==> config.mk <==
export PLATFORM = sky130hd
export DESIGN_NAME = alu_seq12
export DESIGN_NICKNAME = d
export VERILOG_FILES = /design/src/rtl/alu_seq_pkg.sv /design/src/rtl/alu_seq12_alu3.sv /design/src/rtl/alu_seq12.sv
export SDC_FILE = /design/constraint.sdc
export NUM_CORES = 1
export LEC_CHECK = 0
export ABC_AREA = 1
export BUFFER_PORTS_ARGS = -buffer_cell sky130_fd_sc_hd__buf_2
export CELL_PAD_IN_SITES_DETAIL_PLACEMENT = 1
export CELL_PAD_IN_SITES_GLOBAL_PLACEMENT = 2
export CORE_MARGIN = 1.5
export CORE_UTILIZATION = 33
export DETAILED_ROUTE_END_ITERATION = 6
export MAX_ROUTING_LAYER = met4
export PLACE_DENSITY = 0.89
export SLEW_MARGIN = 10
export SYNTH_ARGS = -nofsm -noshare
export SYNTH_HDL_FRONTEND = slang
export SYNTH_SLANG_ARGS = --single-unit
==> constraint.sdc <==
create_clock -name clk -period 7.2 [get_ports clk]
set_input_delay 0 -clock clk [delete_from_list [all_inputs] [get_ports clk]]
set_output_delay 0 -clock clk [all_outputs]
set_load 0.02 [all_outputs]
==> src/rtl/alu_seq_pkg.sv <==
// Shared types and constants for the digit-serial ALU.
package alu_seq_pkg;

  localparam int unsigned DIGITS_DEFAULT = 4;
  localparam int unsigned DIGIT_W        = 3;

  typedef enum logic [2:0] {
    OP_ADD   = 3'b000,
    OP_ADC   = 3'b001,
    OP_SUB   = 3'b010,
    OP_SBC   = 3'b011,
    OP_XOR   = 3'b100,
    OP_PASSA = 3'b101,
    OP_PASSB = 3'b110,
    OP_ZERO  = 3'b111
  } op_e;

  typedef enum logic [1:0] {
    ST_IDLE = 2'd0,
    ST_RUN  = 2'd1,
    ST_DONE = 2'd2
  } state_e;

  // Slice controls: ns gates A, n gates B, nx enables the carry chain.
  typedef struct packed {
    logic ns;
    logic n;
    logic nx;
  } slice_ctl_t;

  function automatic slice_ctl_t op_ctl(input op_e op);
    slice_ctl_t ctl;
    ctl = '{ns: 1'b0, n: 1'b0, nx: 1'b0};
    case (op)
      OP_ADD, OP_ADC, OP_SUB, OP_SBC: ctl = '{ns: 1'b1, n: 1'b1, nx: 1'b1};
      OP_XOR:                         ctl = '{ns: 1'b1, n: 1'b1, nx: 1'b0};
      OP_PASSA:                       ctl = '{ns: 1'b1, n: 1'b0, nx: 1'b0};
      OP_PASSB:                       ctl = '{ns: 1'b0, n: 1'b1, nx: 1'b0};
      default:                        ctl = '{ns: 1'b0, n: 1'b0, nx: 1'b0};
    endcase
    return ctl;
  endfunction

  // Arithmetic ops occupy the lower half of the opcode space.
  function automatic logic op_is_arith(input op_e op);
    return ~op[2];
  endfunction

  function automatic logic op_inv_b(input op_e op);
    return (op == OP_SUB) || (op == OP_SBC);
  endfunction

endpackage

==> src/rtl/alu_seq12_alu3.sv <==
// 3-bit ALU slice: gated A/B, XOR-sum with optional ripple carry.
module alu3 (
  input  logic [2:0] a,
  input  logic [2:0] b,
  input  logic       nx,
  input  logic       c_in,
  input  logic       ns,
  input  logic       n,
  output logic [2:0] q,
  output logic [1:0] c,
  output logic       c_out
);

  logic [2:0] w_x;
  logic [2:0] w_y;
  logic [3:0] w_cy;

  assign w_x = a & {3{ns}};
  assign w_y = b & {3{n}};

  // Ripple the carry across the three bits; carries stay zero when nx=0.
  always_comb begin
    w_cy    = '0;
    q       = '0;
    w_cy[0] = c_in & nx;
    for (int i = 0; i < 3; i++) begin
      q[i]      = w_x[i] ^ w_y[i] ^ w_cy[i];
      w_cy[i+1] = nx & ((w_x[i] & w_y[i]) | (w_x[i] & w_cy[i]) | (w_y[i] & w_cy[i]));
    end
  end

  assign c     = w_cy[2:1];
  assign c_out = w_cy[3];

endmodule

==> src/rtl/alu_seq12.sv <==
// Digit-serial ALU: one 3-bit digit per cycle through a shared alu3 slice.
module alu_seq12
  import alu_seq_pkg::*;
#(
  parameter int unsigned DIGITS = DIGITS_DEFAULT
) (
  input  logic                        clk,
  input  logic                        reset,
  input  logic                        start,
  input  logic [2:0]                  op,
  input  logic [DIGIT_W*DIGITS-1:0]   a,
  input  logic [DIGIT_W*DIGITS-1:0]   b,
  output logic                        busy,
  output logic                        done,
  output logic [DIGIT_W*DIGITS-1:0]   q,
  output logic                        flag_c,
  output logic                        flag_z,
  output logic                        flag_n,
  output logic                        flag_v
);

  localparam int unsigned W  = DIGIT_W * DIGITS;
  localparam int unsigned CW = (DIGITS > 1) ? $clog2(DIGITS) : 1;

  state_e           r_state;
  state_e           w_state_nxt;
  logic             w_last;
  logic [W-1:0]     r_a;
  logic [W-1:0]     r_b;
  logic [W-1:0]     r_res;
  op_e              r_op;
  logic [CW-1:0]    r_cnt;
  logic             r_carry;
  logic             r_busy;
  logic             r_done;
  logic [W-1:0]     r_q;
  logic             r_flag_c;
  logic             r_flag_z;
  logic             r_flag_n;
  logic             r_flag_v;

  slice_ctl_t       w_ctl;
  logic [2:0]       w_sq;
  logic [1:0]       w_c;
  logic             w_cout;
  logic             w_unused_c0;
  logic             w_cin0;
  logic             w_arith;
  logic [W+2:0]     w_cat;
  logic [W-1:0]     w_res_full;
  op_e              w_op_in;

  assign w_op_in     = op_e'(op);
  assign w_ctl       = op_ctl(r_op);
  assign w_arith     = op_is_arith(r_op);
  assign w_unused_c0 = w_c[0];
  assign w_cat       = {w_sq, r_res};
  assign w_res_full  = w_cat[W+2:3];

  alu3 u_slice (
    .a     (r_a[2:0]),
    .b     (r_b[2:0]),
    .nx    (w_ctl.nx),
    .c_in  (r_carry),
    .ns    (w_ctl.ns),
    .n     (w_ctl.n),
    .q     (w_sq),
    .c     (w_c),
    .c_out (w_cout)
  );

  // Digit-0 carry-in chosen from the opcode being accepted.
  always_comb begin
    w_cin0 = 1'b0;
    case (w_op_in)
      OP_SUB:         w_cin0 = 1'b1;
      OP_ADC, OP_SBC: w_cin0 = r_flag_c;
      default:        w_cin0 = 1'b0;
    endcase
  end

  // Next-state logic.
  always_comb begin
    w_state_nxt = r_state;
    w_last      = 1'b0;
    case (r_state)
      ST_IDLE: if (start) w_state_nxt = ST_RUN;
      ST_RUN: begin
        w_last = (r_cnt == CW'(DIGITS - 1));
        if (w_last) w_state_nxt = ST_DONE;
      end
      ST_DONE: w_state_nxt = ST_IDLE;
      default: w_state_nxt = ST_IDLE;
    endcase
  end

  // State register plus registered status outputs decoded from next state.
  always_ff @(posedge clk) begin
    if (reset) begin
      r_state <= ST_IDLE;
      r_busy  <= 1'b0;
      r_done  <= 1'b0;
    end else begin
      r_state <= w_state_nxt;
      r_busy  <= (w_state_nxt == ST_RUN);
      r_done  <= (w_state_nxt == ST_DONE);
    end
  end

  // Operand capture, digit shifting, and result/flag load on the last digit.
  always_ff @(posedge clk) begin
    if (reset) begin
      r_a      <= '0;
      r_b      <= '0;
      r_res    <= '0;
      r_op     <= OP_ADD;
      r_cnt    <= '0;
      r_carry  <= 1'b0;
      r_q      <= '0;
      r_flag_c <= 1'b0;
      r_flag_z <= 1'b0;
      r_flag_n <= 1'b0;
      r_flag_v <= 1'b0;
    end else begin
      if ((r_state == ST_IDLE) && start) begin
        r_a     <= a;
        r_b     <= b ^ {W{op_inv_b(w_op_in)}};
        r_op    <= w_op_in;
        r_cnt   <= '0;
        r_carry <= w_cin0;
      end else if (r_state == ST_RUN) begin
        r_a     <= r_a >> DIGIT_W;
        r_b     <= r_b >> DIGIT_W;
        r_res   <= w_res_full;
        r_carry <= w_cout;
        if (!w_last) r_cnt <= r_cnt + CW'(1);
        if (w_last) begin
          r_q      <= w_res_full;
          r_flag_c <= w_arith & w_cout;
          r_flag_v <= w_arith & (w_cout ^ w_c[1]);
          r_flag_z <= ~|w_res_full;
          r_flag_n <= w_res_full[W-1];
        end
      end
    end
  end

  assign busy   = r_busy;
  assign done   = r_done;
  assign q      = r_q;
  assign flag_c = r_flag_c;
  assign flag_z = r_flag_z;
  assign flag_n = r_flag_n;
  assign flag_v = r_flag_v;

endmodule

# After elaboration in Yosys (flattened, before gate mapping)
# Cells that the tools add are included.
[word_totals] latch_bits=0 ff_bits=62 out_inout_bits=18 input_bits=30 n_memories=0 word_cells=87 ramBits=0 rom_bits=0
[classes] div_mod_pow=0 magnitude_cmp=0 n_mux=12 reduce_logical=13 n_bitwise=34 addsub=1 n_eq_ne=13 shift=0 multipliers=0
[op_table] operator="$mux 12" n=4
[op_table] operator="$and 1x1->1" n=15
[op_table] operator="$eq 3x2->1 const B" n=4
[op_table] operator="$pmux 3 s4" n=1
[op_table] operator="$reduce_or 12->1" n=1
[op_table] operator="$xor 12x12->12" n=1
[op_table] operator="$eq 3x3->1 const B" n=3
[op_table] operator="$xor 1x1->1" n=7
[op_table] operator="$and 3x3->3" n=2
[op_table] operator="$eq 3x1->1 const B" n=2
[op_table] operator="$or 1x1->1" n=6
[op_table] operator="$eq 2x1->1 const B" n=2
[op_table] operator="$eq 2x2->1 const B" n=2
[op_table] operator="$mux 2" n=2
[op_table] operator="$pmux 2 s2" n=1
[op_table] operator="$reduce_and 2->1" n=2
[op_table] operator="$reduce_or 2->1" n=2
[op_table] operator="$reduce_or 4->1" n=1
[op_table] operator="$logic_not 3->1" n=1
[op_table] operator="$mux 1" n=3
[op_table] operator="$not 1->1" n=3
[op_table] operator="$reduce_and 3->1" n=1
[op_table] operator="$add 2x1->2 const B" n=1
[op_table] operator="$logic_not 2->1" n=1
[op_table] operator="other kinds (5)" n=5

# Longest topological paths before layout
[depth] word_depth=18 mapped_depth=13 ltp_nobuf=13

# Cells and area by module
# A second synthesis with hierarchy kept.
[hier_totals] cells_unflattened=390 hier_area_um2=2613.8
[modules_own_cells] module="alu_seq12" instances=1 area_each_um2=2486.1 cells_each=369 seq_area_each_um2=1161.1
[modules_own_cells] module="alu3" instances=1 area_each_um2=127.6 cells_each=21 seq_area_each_um2=0.0

# Worst setup path before layout
# OpenSTA, ideal clock, no wires.
[synth_path] path_kind="register to register" start="register r_op[2]" end="register r_flag_z, in the netlist flag_z" stages_incl_launch_ff=14 arrival_time_ns=2.226 setup_time_ns=0.070 path_slack_ns=4.904 synth_period_minus_slack_ns=2.296 path_cell_list="dfxtp_1 -> nand2_1 -> nand2_1 -> fa_1 -> nor2_1 -> fa_1 -> inv_1 -> nor2_1 -> fa_1 -> nor2_1 -> nand3_1 -> nor2_1 -> nand3_1 -> a21oi_1"
[synth_via] elab_chain_cells=15 elab_cells_between_ends=32
[synth_rtl] item="start, declared" line="alu_seq12.sv:31" text="op_e r_op;"
[synth_rtl] item="start signal, assigned" line="alu_seq12.sv:128" text="r_op <= w_op_in;"
[synth_rtl] item="$eq 3x1->1 (tied with other cells)" line="alu_seq_pkg.sv:34" text="case (op)"
[synth_rtl] item="$reduce_or 4->1" line="alu_seq_pkg.sv:34"
[synth_rtl] item="$pmux 3 s4 (*)" line="alu_seq_pkg.sv:34"
[synth_rtl] item="$and 3x3->3 (tied with other cells)" line="alu_seq12_alu3.sv:18" text="assign w_x = a & {3{ns}};"
[synth_rtl] item="$and 1x1->1" line="alu_seq12_alu3.sv:28" text="w_cy[i+1] = nx & ((w_x[i] & w_y[i]) | (w_x[i] & w_cy[i]) | (w_y[i] & w_cy[i]));"
[synth_rtl] item="$or 1x1->1 (2 in series)" line="alu_seq12_alu3.sv:28"
[synth_rtl] item="$and 1x1->1 (2 in series)" line="alu_seq12_alu3.sv:28"
[synth_rtl] item="$or 1x1->1 (2 in series)" line="alu_seq12_alu3.sv:28"
[synth_rtl] item="$and 1x1->1" line="alu_seq12_alu3.sv:28"
[synth_rtl] item="$xor 1x1->1 (*)" line="alu_seq12_alu3.sv:27" text="q[i] = w_x[i] ^ w_y[i] ^ w_cy[i];"
[synth_rtl] item="net u_slice.q[2]" line="alu_seq12_alu3.sv:9" text="output logic [2:0] q,"
[synth_rtl] item="$reduce_or 12->1 (*)" line="alu_seq12.sv:141" text="r_flag_z <= ~|w_res_full;"
[synth_rtl] item="$logic_not 1->1 (*)" line="alu_seq12.sv:141"
[synth_rtl] item="end signal, assigned" line="alu_seq12.sv:141"
[synth_rtl] item="end, declared" line="alu_seq12.sv:38" text="logic r_flag_z;"
# The timed path passes the listed nets; every way through them passes the cells marked *.
# A chain may end at the register's enable or synchronous reset.

# Final worst setup path
# Same ends and word-level chain as after synthesis.

==> results.md <==
- The flow ran to the end, and the final reports show no timing, DRC or antenna violations.
- After synthesis, flip-flops and latches occupy 45.5% of the total area.
- In the finished design, the share of the clock period the worst path needs comes to around 35%.
- The number of antenna diodes in the final layout is 0.
- The total clock buffers created by CTS is 9.
- Synthesis handed over a netlist of 348 instances.
- The mean instance size in the synthesized netlist is approximately 7.3 µm².
- Once the floorplan was initialized, standard cells occupied between 30% and 40% of the core.
- The top cell type's share of synthesized area is 45.5%.
- The final-layout fill cell count is a little under 1000.
- For this design the total switching power over the nets is between 0.15 and 0.2 mW.
- The final standard cell area without fillers is about 3300 µm².
- The floorplan step defined a core boundary enclosing around 7400 µm².
- The area taken by flip-flops and latches is about 1200 µm².
- Routability-driven placement finished with a final weighted congestion of 0.815.
- The max-slew violation count is 0.
- The layout cell share with drive strength beyond 1 is between 10% and 20%.
- The number of post-CTS setup repair buffers is 0.
- Setup repair after global routing left no endpoint under its margin.
- The sink count of the clock tree is between 50 and 60.
- The startpoint class of the critical path is a register.
- The library cell used most frequently in the layout, excluding fill and tap cells, is nand2_1.
- Before antenna repair, the detailed router went through 4 iterations.
- The number of hold buffers added after CTS was 21.
- The final layout contains routed wiring with a total length of between 6 and 7 mm.
- Dividing the detail-routed wire length by the instance count gives 12.8 µm.
- The critical path arrival is ~2.8 ns.
- Per report_power, the clock group accounts for a little under half of the total.
- STA classifies the critical path endpoint as a register.
- The count of buffers inserted at the top-level ports is 47.
- The clock passes through at most 2 buffers.
- Cell internal power was estimated by the tool at approximately 0.63 mW.
- For the worst setup path, the data required time is ~7.5 ns.
- Across the routed clock network, the largest skew measured is 0.00533 ns.
- The count of standard-cell rows is 31.
- Summing every instance area after synthesis gives ~2600 µm².
- The y dimension of the die is just over 90 µm.
- The die is 90.9 µm wide.
- The global router's overall resource usage is ~17%.
- Counting flops and latches in the post-synthesis netlist gives 58.
- The shortest clock period the worst path allows after layout is 2.55 ns.
- The instance count after placement with tap cells included is 478.
- The worst hold path class is input pin to register.
- Before CTS, the worst setup slack after placement is approximately 4.7 ns.
- In this run, the number of DRC markers left after iteration 0 of detailed routing was 62.
- Across the VDD grid, the largest voltage drop is about 120 µV.
- The overall overflow remaining after global route is 0.
- The HPWL after detailed placement is ~4.3 mm.
- The finished layout holds 515 standard cells, fillers aside.
- The number of different library cells used by synthesis comes to 25.
- The total area of multi-input combinational cells is about 1100 µm².
- The number of nets handed over by synthesis was about 380.
- After detailed routing, the number of remaining DRC violations is 0.
- The largest total area in the synthesized netlist belongs to dfxtp_1.
- The number of nets in the layout is between 400 and 500.
- Derived from the worst setup path, the maximum achievable clock frequency is a little under 400 MHz.
- By area the synthesized netlist is led by dfxtp_1 45%, nand2_1 13%, a21oi_1 8.4%, o21ai_0 5.7%, nand3_1 5.3%.
- The actual transition at the worst max-transition pin is around 0.98 ns.
- The sum of negative setup slack is 0 ns.
- The tree is rooted in a clkbuf_8.
- Summed over all cells, the static leakage comes to 1.49 nW.
- The setup slack after layout is ~4.6 ns.
- Entering global routing, the biggest net connects 36 pins.
- In this run the count of I/O pins placed on the die edge is 48.
- After clock tree synthesis, the clock-pin slew on the worst setup and hold paths is about 0.07 ns.
- The detail route stage leaves a number of antenna-violating nets equal to 0.
- The combinational share of power is between 10% and 20%.
- The clock tree synthesis step divided the H-tree into 3 levels.
- The total via count in the routed design is roughly 2400.
- The headroom to the max-slew limit is between 30 and 40%.
- The worst setup path category is register to register.
- The number of endpoints with negative hold slack in the final report came to 0.
- Along the worst path, the maximum fanout reaches 6.
- The insertion delay of the later-clocked pin in the worst-skew pair is between 0.3 and 0.4 ns.
- The switching power share of the total is about a quarter.
- The first global-routing pass estimated about 11 mm of wire.
- The total power consumption of the routed design is just over 0.8 mW.
- Once the clock tree was built, the resizer swapped 0 gates to a different size.
- Yosys printed 0 warnings.
- TritonCTS built the clock tree.
- The relative area change from synthesis to final layout is 28.1%.
- The number of global-route vias before repair came to roughly 2400.
- The max-capacitance violation count is 0.
- The instance area at placement is ~2800 µm².
- For this design the ratio of total power to cell area is 253 nW/µm².
- The floorplan step defined a die boundary enclosing a little over 8000 µm².
- The library cells used most frequently in the layout, excluding fill and tap cells, are 89 x nand2_1, 58 x dfxtp_1, 47 x buf_2, 43 x a21oi_1.
- Setup violations remaining at the end of the flow were counted as 0.
- The via density per instance is roughly 4.7.
- The part of the total power dissipated in sequential elements is between 40% and 50%.
- The initial antenna violation count was 0.
-- synth_stat cells --
cell	count
inv_2	5
o21a_1	2
xor2_1	2
inv_1	29
o21ai_0	29
ha_1	1
dfxtp_1	58
fa_1	3
inv_4	1
buf_4	6
nor2_1	20
a31oi_1	1
buf_6	3
o21ai_1	11
clkbuf_1	5
nand2_2	1
a21oi_1	43
nand4_1	1
and2_1	4
nand3_1	27
nor2_2	1
nor2_4	2
nand2_1	89
nor3b_1	1
buf_2	3
-- through the flow --
step / utilization [%] / hold WS, ns
after floorplan: - / 0.0957
after global placement: 38.1 / 0.258
after detailed placement: 38.1 / 0.264
after CTS: 44.4 / 0.000187
after global routing: 44.4 / 0.0231
final: 44.4 / 0.0114
-- final timing paths --
path / startpoint / endpoint / slack [ns] / cells past startpoint
worst max-delay path: r_op[2] / flag_z / 4.65 / 13
worst min-delay path: b[11] / r_b[11] / 0.01 / 4
worst max register to register: r_op[2] / flag_z / 4.65 / 13
worst min register to register: q[6] / q[6] / 0.46 / 1
-- flip-flops by register name, indices dropped and copies added, names as in the netlist --
register	count
r_res	9
r_a	12
flag_c	1
r_carry	1
r_op	3
r_state	2
r_cnt	2
flag_v	1
r_b	12
q	12
flag_z	1
done	1
busy	1
-- layer usage --
layer  share of wire [%]  vias to the layer above  GRT usage [%]
met1                  46                     1130           20.6
met3                 4.1                        9           4.86
met2                  48                       56           28.0
met5                   0                        -              -
li1                    -                     1248              -
met4                 1.6                        0           5.34
-- cells by family (layout without fill, tap and decap cells) --
logic type / count (synthesis) / count (layout) / synth area share [%]
xor gates and xnor gates: 2 / 2 / 0.686
and+or+nand+nor: 146 / 146 / 24.2
buffers and inverters: 52 / 120 / 9.66
AOI/OAI and AO/OA: 86 / 86 / 17.1
DFF: 58 / 58 / 45.5
adders and majority gates: 4 / 4 / 2.84
-- power groups by stage --
stage	registers, mW	logic [mW]	clock network, mW
3_5_place_dp	0.356	0.0937	0
4_1_cts	0.349	0.103	0.383
3_3_place_gp	0.355	0.0910	0
5_1_grt	0.351	0.117	0.398
6_report	0.349	0.102	0.376
2_1_floorplan	0.354	0.0691	0
-- critical path, cell delays in order, from the launching register on --
cell	delay [ns]
dfxtp_1	0.36
nand2_1	0.12
nand2_1	0.08
fa_1	0.42
nor2_1	0.13
fa_1	0.18
inv_1	0.04
nor2_1	0.17
fa_1	0.49
nor2_1	0.12
nand3_1	0.08
nor2_1	0.11
nand3_1	0.08
a21oi_1	0.12
-- area by class of cell --
| cell class | count | share of cell area (%) |
|---|---|---|
| Multi-Input combinational cell | 238 | 35.0 |
| Timing Repair Buffer | 69 | 13.9 |
| Clock buffer | 12 | 4.75 |
| Sequential cell | 58 | 35.5 |
| Inverter | 35 | 4.09 |
| Clock inverter | 4 | 2.99 |
| Tap cell | 99 | 3.79 |
(Power assumes the default switching activity.)
